--- src/rtl/router_pkg.sv ---
// router_pkg: shared byte width, header field positions and FSM state encoding for the 1x3 router.
package router_pkg;
   localparam int DEF_DATA_W = 8;
   localparam int ADDR_LSB = 0;
   localparam int ADDR_MSB = 1;
   localparam int LEN_LSB = 2;
   localparam logic [1:0] INVALID_ADDR = 2'b11;
   typedef enum logic [2:0] {
      DECODE_ADDRESS,
      LOAD_FIRST_DATA,
      LOAD_DATA,
      LOAD_PARITY,
      FIFO_FULL_STATE,
      LOAD_AFTER_FULL,
      CHECK_PARITY_ERROR,
      WAIT_TILL_EMPTY
   } router_state_t;
endpackage

--- src/rtl/router_parity_chk.sv ---
// router_parity_chk: accumulates packet parity, latches the trailing parity byte and flags a mismatch.
module router_parity_chk import router_pkg::*; #(
   parameter int DATA_W = DEF_DATA_W
) (
   input  logic              clock,
   input  logic              resetn,
   input  logic              detect_add,
   input  logic              lfd_state,
   input  logic              ld_state,
   input  logic              pkt_valid,
   input  logic [DATA_W-1:0] data_in,
   input  logic [DATA_W-1:0] header_reg,
   input  logic              parity_done,
   output logic              err
);
   logic [DATA_W-1:0] int_parity;
   logic [DATA_W-1:0] ext_parity;
   // bytes parked in full_hold were already folded in on their ld_state cycle
   always_ff @(posedge clock) begin
      if (!resetn) begin
         int_parity <= '0;
         ext_parity <= '0;
         err        <= 1'b0;
      end else if (detect_add) begin
         int_parity <= '0;
         ext_parity <= '0;
         err        <= 1'b0;
      end else begin
         if (lfd_state)
            int_parity <= int_parity ^ header_reg;
         else if (ld_state && pkt_valid)
            int_parity <= int_parity ^ data_in;
         if (ld_state && !pkt_valid)
            ext_parity <= data_in;
         if (parity_done && int_parity != ext_parity)
            err <= 1'b1;
      end
   end
endmodule

--- src/rtl/router_reg.sv ---
// router_reg: router datapath register stage (header latch, FIFO-full byte hold, parity handshake).
// Optional payload length check: define ROUTER_REG_LEN_CHECK_EN to add the len_err output.
module router_reg import router_pkg::*; #(
   parameter int DATA_W = DEF_DATA_W
) (
   input  logic              clock,
   input  logic              resetn,
   input  logic              pkt_valid,
   input  logic [DATA_W-1:0] data_in,
   input  logic              fifo_full,
   input  logic              detect_add,
   input  logic              lfd_state,
   input  logic              ld_state,
   input  logic              laf_state,
   input  logic              full_state,
   input  logic              rst_int_reg,
   output logic [DATA_W-1:0] dout,
   output logic              parity_done,
   output logic              low_pkt_valid,
   output logic              err
`ifdef ROUTER_REG_LEN_CHECK_EN
   ,
   output logic              len_err
`endif
);
   logic [DATA_W-1:0] header_reg;
   logic [DATA_W-1:0] full_hold;
   logic              hdr_ld;
   logic              pd_set;
   logic              unused;
   // full_state only means "hold everything", which is the default behaviour
   assign unused = full_state;
   assign hdr_ld = detect_add && pkt_valid && data_in[ADDR_MSB:ADDR_LSB] != INVALID_ADDR;
   assign pd_set = (ld_state && !fifo_full && !pkt_valid) || (laf_state && low_pkt_valid && !parity_done);
   always_ff @(posedge clock) begin
      if (!resetn)
         header_reg <= '0;
      else if (hdr_ld)
         header_reg <= data_in;
   end
   always_ff @(posedge clock) begin
      if (!resetn) begin
         dout      <= '0;
         full_hold <= '0;
      end else if (lfd_state)
         dout <= header_reg;
      else if (ld_state && !fifo_full)
         dout <= data_in;
      else if (ld_state)
         full_hold <= data_in;
      else if (laf_state)
         dout <= full_hold;
   end
   always_ff @(posedge clock) begin
      if (!resetn) begin
         low_pkt_valid <= 1'b0;
         parity_done   <= 1'b0;
      end else begin
         low_pkt_valid <= (ld_state && !pkt_valid) ? 1'b1 : rst_int_reg ? 1'b0 : low_pkt_valid;
         parity_done   <= pd_set ? 1'b1 : detect_add ? 1'b0 : parity_done;
      end
   end
   router_parity_chk #(.DATA_W(DATA_W)) u_parity (
      .clock      (clock),
      .resetn     (resetn),
      .detect_add (detect_add),
      .lfd_state  (lfd_state),
      .ld_state   (ld_state),
      .pkt_valid  (pkt_valid),
      .data_in    (data_in),
      .header_reg (header_reg),
      .parity_done(parity_done),
      .err        (err)
   );
`ifdef ROUTER_REG_LEN_CHECK_EN
   localparam int CW = DATA_W - LEN_LSB;
   logic [CW-1:0] count;
   always_ff @(posedge clock) begin
      if (!resetn) begin
         count   <= '0;
         len_err <= 1'b0;
      end else if (detect_add) begin
         count   <= '0;
         len_err <= 1'b0;
      end else begin
         if (ld_state && pkt_valid)
            count <= count + CW'(1);
         if (pd_set)
            len_err <= count != header_reg[DATA_W-1:LEN_LSB];
      end
   end
`endif
endmodule

--- config.mk ---
export PLATFORM = sky130hd
export DESIGN_NAME = router_reg
export DESIGN_NICKNAME = d
export VERILOG_FILES = /design/src/rtl/router_pkg.sv /design/src/rtl/router_parity_chk.sv /design/src/rtl/router_reg.sv
export SDC_FILE = /design/constraint.sdc
export NUM_CORES = 1
export LEC_CHECK = 0
export CELL_PAD_IN_SITES_DETAIL_PLACEMENT = 1
export CELL_PAD_IN_SITES_GLOBAL_PLACEMENT = 2
export CORE_ASPECT_RATIO = 1.1
export CORE_MARGIN = 2
export CORE_UTILIZATION = 28
export DETAILED_ROUTE_END_ITERATION = 6
export PLACE_DENSITY_LB_ADDON = 0.1
export SYNTH_ARGS = -nofsm -noshare
export SYNTH_HDL_FRONTEND = slang
export SYNTH_SLANG_ARGS = --single-unit
--- constraint.sdc ---
create_clock -name clock -period 3.2 [get_ports clock]
set_input_delay 0.64 -clock clock [delete_from_list [all_inputs] [get_ports clock]]
set_output_delay 0.64 -clock clock [all_outputs]
set_load 0.05 [all_outputs]
==> qor.yml <==
clocking:
  cts_hold_buf: 0
  cts-root-buf: "clkbuf_8"
  clock_sinks: 43
  h-tree-depth: 2
  clock_latency_ns: 0.30
  cts_buffers: 5
  postCtsSetupBuffers: 0
  cts_resized: 0
  clock_path_buffers: 2
  cts_tree: "built"
  clkTransAtPathRegs_ns: 0.08
synth:
  synthesis.instances: 198
  synthAdderAreaFrac: 0
  synth_top_family_by_area: "simple AND/OR/NAND/NOR gates"
  synth_xor_area_frac: 0.0727
  yosys_warnings: 0
  ys_seq_area_frac: 0.446
  synth_area_sq_um: 1930
  avgSynthCellArea_sq_um: 9.74
  synth_edf_count: 0
  synth_simple_gate_area_share: 0.177
  synthFlopType: "dfxtp_1"
  syn_nets: 216
  synthMuxAreaShare: 0.171
  yosysUniqueCellTypes: 28
  synth_compound_area_frac: 0.0973
  ys_async_sr_fraction: 0
  synth-seq-cells: 43
setup_path:
  cp-end-kind: "output port"
  path_max_fanout: 4
  path_cells: "clkdlybuf4s50_1"
  cp.required_ns: 2.56
  crit_path_start_kind: "flip-flop"
  crit_slowest_cell: "clkdlybuf4s50_1"
  critPathBufInv: 1
  crit_type: "reg2out"
  critPathMaxStageDelay_ns: 0.83
  path_depth: 1
  worst_r2r_path_depth: 4
  critPathTopFamily: "buffers and inverters"
  reg2reg_slack_ns: 2.17
  cp.arrival_ns: 1.50
layout:
  area_growth_pct: 21.7
  fin_nets: 242
  final_cell_count_no_fill: 307
  utilization: 0.354
  drive_gt1_frac: 0.102
  fill_cells: 757
  fin_area_sq_um: 2350
  antenna_cells: 0
die:
  die_x_microns: 83.1
  die_h_microns: 91.0
  core_sq_um: 6630
  num_rows: 31
  start_util: 0.291
  ios: 29
  die_area_sq_um: 7570
power_and_ir_drop:
  p_int_uw: 775
  irDropWorstVdd_v: 0.000184
  p_leak_nw: 0.919
  power_mw: 1.06
  switching_power_uw: 287
  pwr-share-comb: 0.150
  p_sw_frac: 0.270
  powerDensity_nw_per_um2: 452
  clkPwrFrac: 0.317
  seqPwrFrac: 0.533
timing:
  hold_viol: 0
  rsz0062_at_grt: "no"
  setup_viol: 0
  maxSlewHeadroom: 0.593
  timing.fmax_mhz: 466
  drv_slew: 0
  tightest_slew_ns: 0.609
  skew_ns: 0.00570
  hold-worst-slack_ns: 0.475
  timing.final.crit_share: 0.670
  period_minus_slack_ns: 2.14
  fin_ws_ns: 1.06
  fin_setup_tns_ns: 0
global_route:
  overflow: 0
  antenna_found_initial: 0
  grt.total_usage: 0.133
  grt_pass1_wl_mm: 7.91
  grt_max_degree: 22
  first_global_vias: 1597
drt:
  final_antenna_net_count: 0
  vias: 1426
  drc: 0
  routed_wl_mm: 4.71
  drtPass1Iterations: 4
  drtIter0Drc: 44
  vias_per_cell: 4.64
  wl_per_cell_microns: 15.3
min_path:
  hp-class: "reg2reg"
  hold_path_depth: 2
placement:
  postPlaceCellArea_sq_um: 2260
  io_buffers: 27
  dp_hpwl_mm: 3.51
  pre_cts_ws_ns: 0.795
  dp.cells: 299
  place_congestion: 0.746
flow_run:
  drv_cap: 0
outcome:
  outcome: "finished clean"
## cell families (layout without fill, tap and decap cells)
family | Yosys count | after routing
mux | 32 | 32
simple gates | 63 | 63
xor+xnor | 16 | 16
flops | 43 | 43
buf+inv | 13 | 40
compound gates | 31 | 31
## cell usage after synthesis, types with 2 or more instances
library cell	n	area (sq um)
dfxtp_1	43	861
nand2_1	25	93.8
mux2i_1	24	240
nor2b_1	17	106
a21oi_1	10	50.1
nor2_1	10	37.5
o21ai_0	10	50.1
a22oi_1	8	60.1
mux2_2	8	90.1
xnor2_1	8	70.1
xor2_1	8	70.1
clkbuf_1	5	18.8
buf_2	3	15.0
buf_4	2	15.0
inv_1	2	7.51
nand2b_1	2	12.5
nand4_1	2	12.5
## per-layer routing
metal	global-route usage	part of all wire	vias to the layer above
met5	0	0	-
met4	0.0410	0.012	0
met3	0.0355	0.028	5
met2	0.223	0.47	19
met1	0.165	0.49	685
li1	-	-	717
## worst min-delay path, delay by kind of cell (launching register included)
kind	cells	cell delay, ns
AO/OA/AOI/OAI	1	0.05
flip-flops	1	0.32
AND/OR/NAND/NOR	1	0.05
## worst paths after layout
path	start	to
hold reg to reg	u_parity.ext_parity[4]	u_parity.ext_parity[4]
setup reg to reg	u_parity.int_parity[7]	u_parity.err
setup / recovery	parity_done	parity_done
hold / removal	u_parity.ext_parity[4]	u_parity.ext_parity[4]
## cell type report
| type | instances | area [sq um] | area share |
|---|---|---|---|
| Multi-Input combinational cell | 142 | 1000 | 0.426 |
| Sequential cell | 43 | 861 | 0.367 |
| Timing Repair Buffer | 30 | 293 | 0.125 |
| Tap cell | 82 | 103 | 0.0437 |
| Clock buffer | 5 | 68.8 | 0.0293 |
| Clock inverter | 3 | 15.0 | 0.00640 |
| Inverter | 2 | 7.51 | 0.00320 |
## power by group through the flow
stage	Clock, mW	Combinational [mW]	Sequential [mW]
2_1_floorplan	0	0.0816	0.597
6_report	0.336	0.159	0.567
5_1_grt	0.381	0.174	0.570
3_3_place_gp	0	0.158	0.578
3_5_place_dp	0	0.162	0.579
4_1_cts	0.358	0.163	0.567
## cells in the final DEF (no fill, tap or decap), types with 2 or more instances in the layout
cell / netlist / layout
a21oi_1: 10 / 10
a22oi_1: 8 / 8
buf_4: 2 / 3
clkbuf_8: 0 / 5
clkdlybuf4s50_1: 0 / 27
clkinv_2: 0 / 3
dfxtp_1: 43 / 43
inv_1: 2 / 2
mux2_2: 8 / 8
mux2i_1: 24 / 24
nand2_1: 25 / 25
nand2b_1: 2 / 2
nand4_1: 2 / 2
nor2_1: 10 / 10
nor2b_1: 17 / 17
o21ai_0: 10 / 10
xnor2_1: 8 / 8
xor2_1: 8 / 8
No activity file was read; power rests on OpenSTA's default activity.
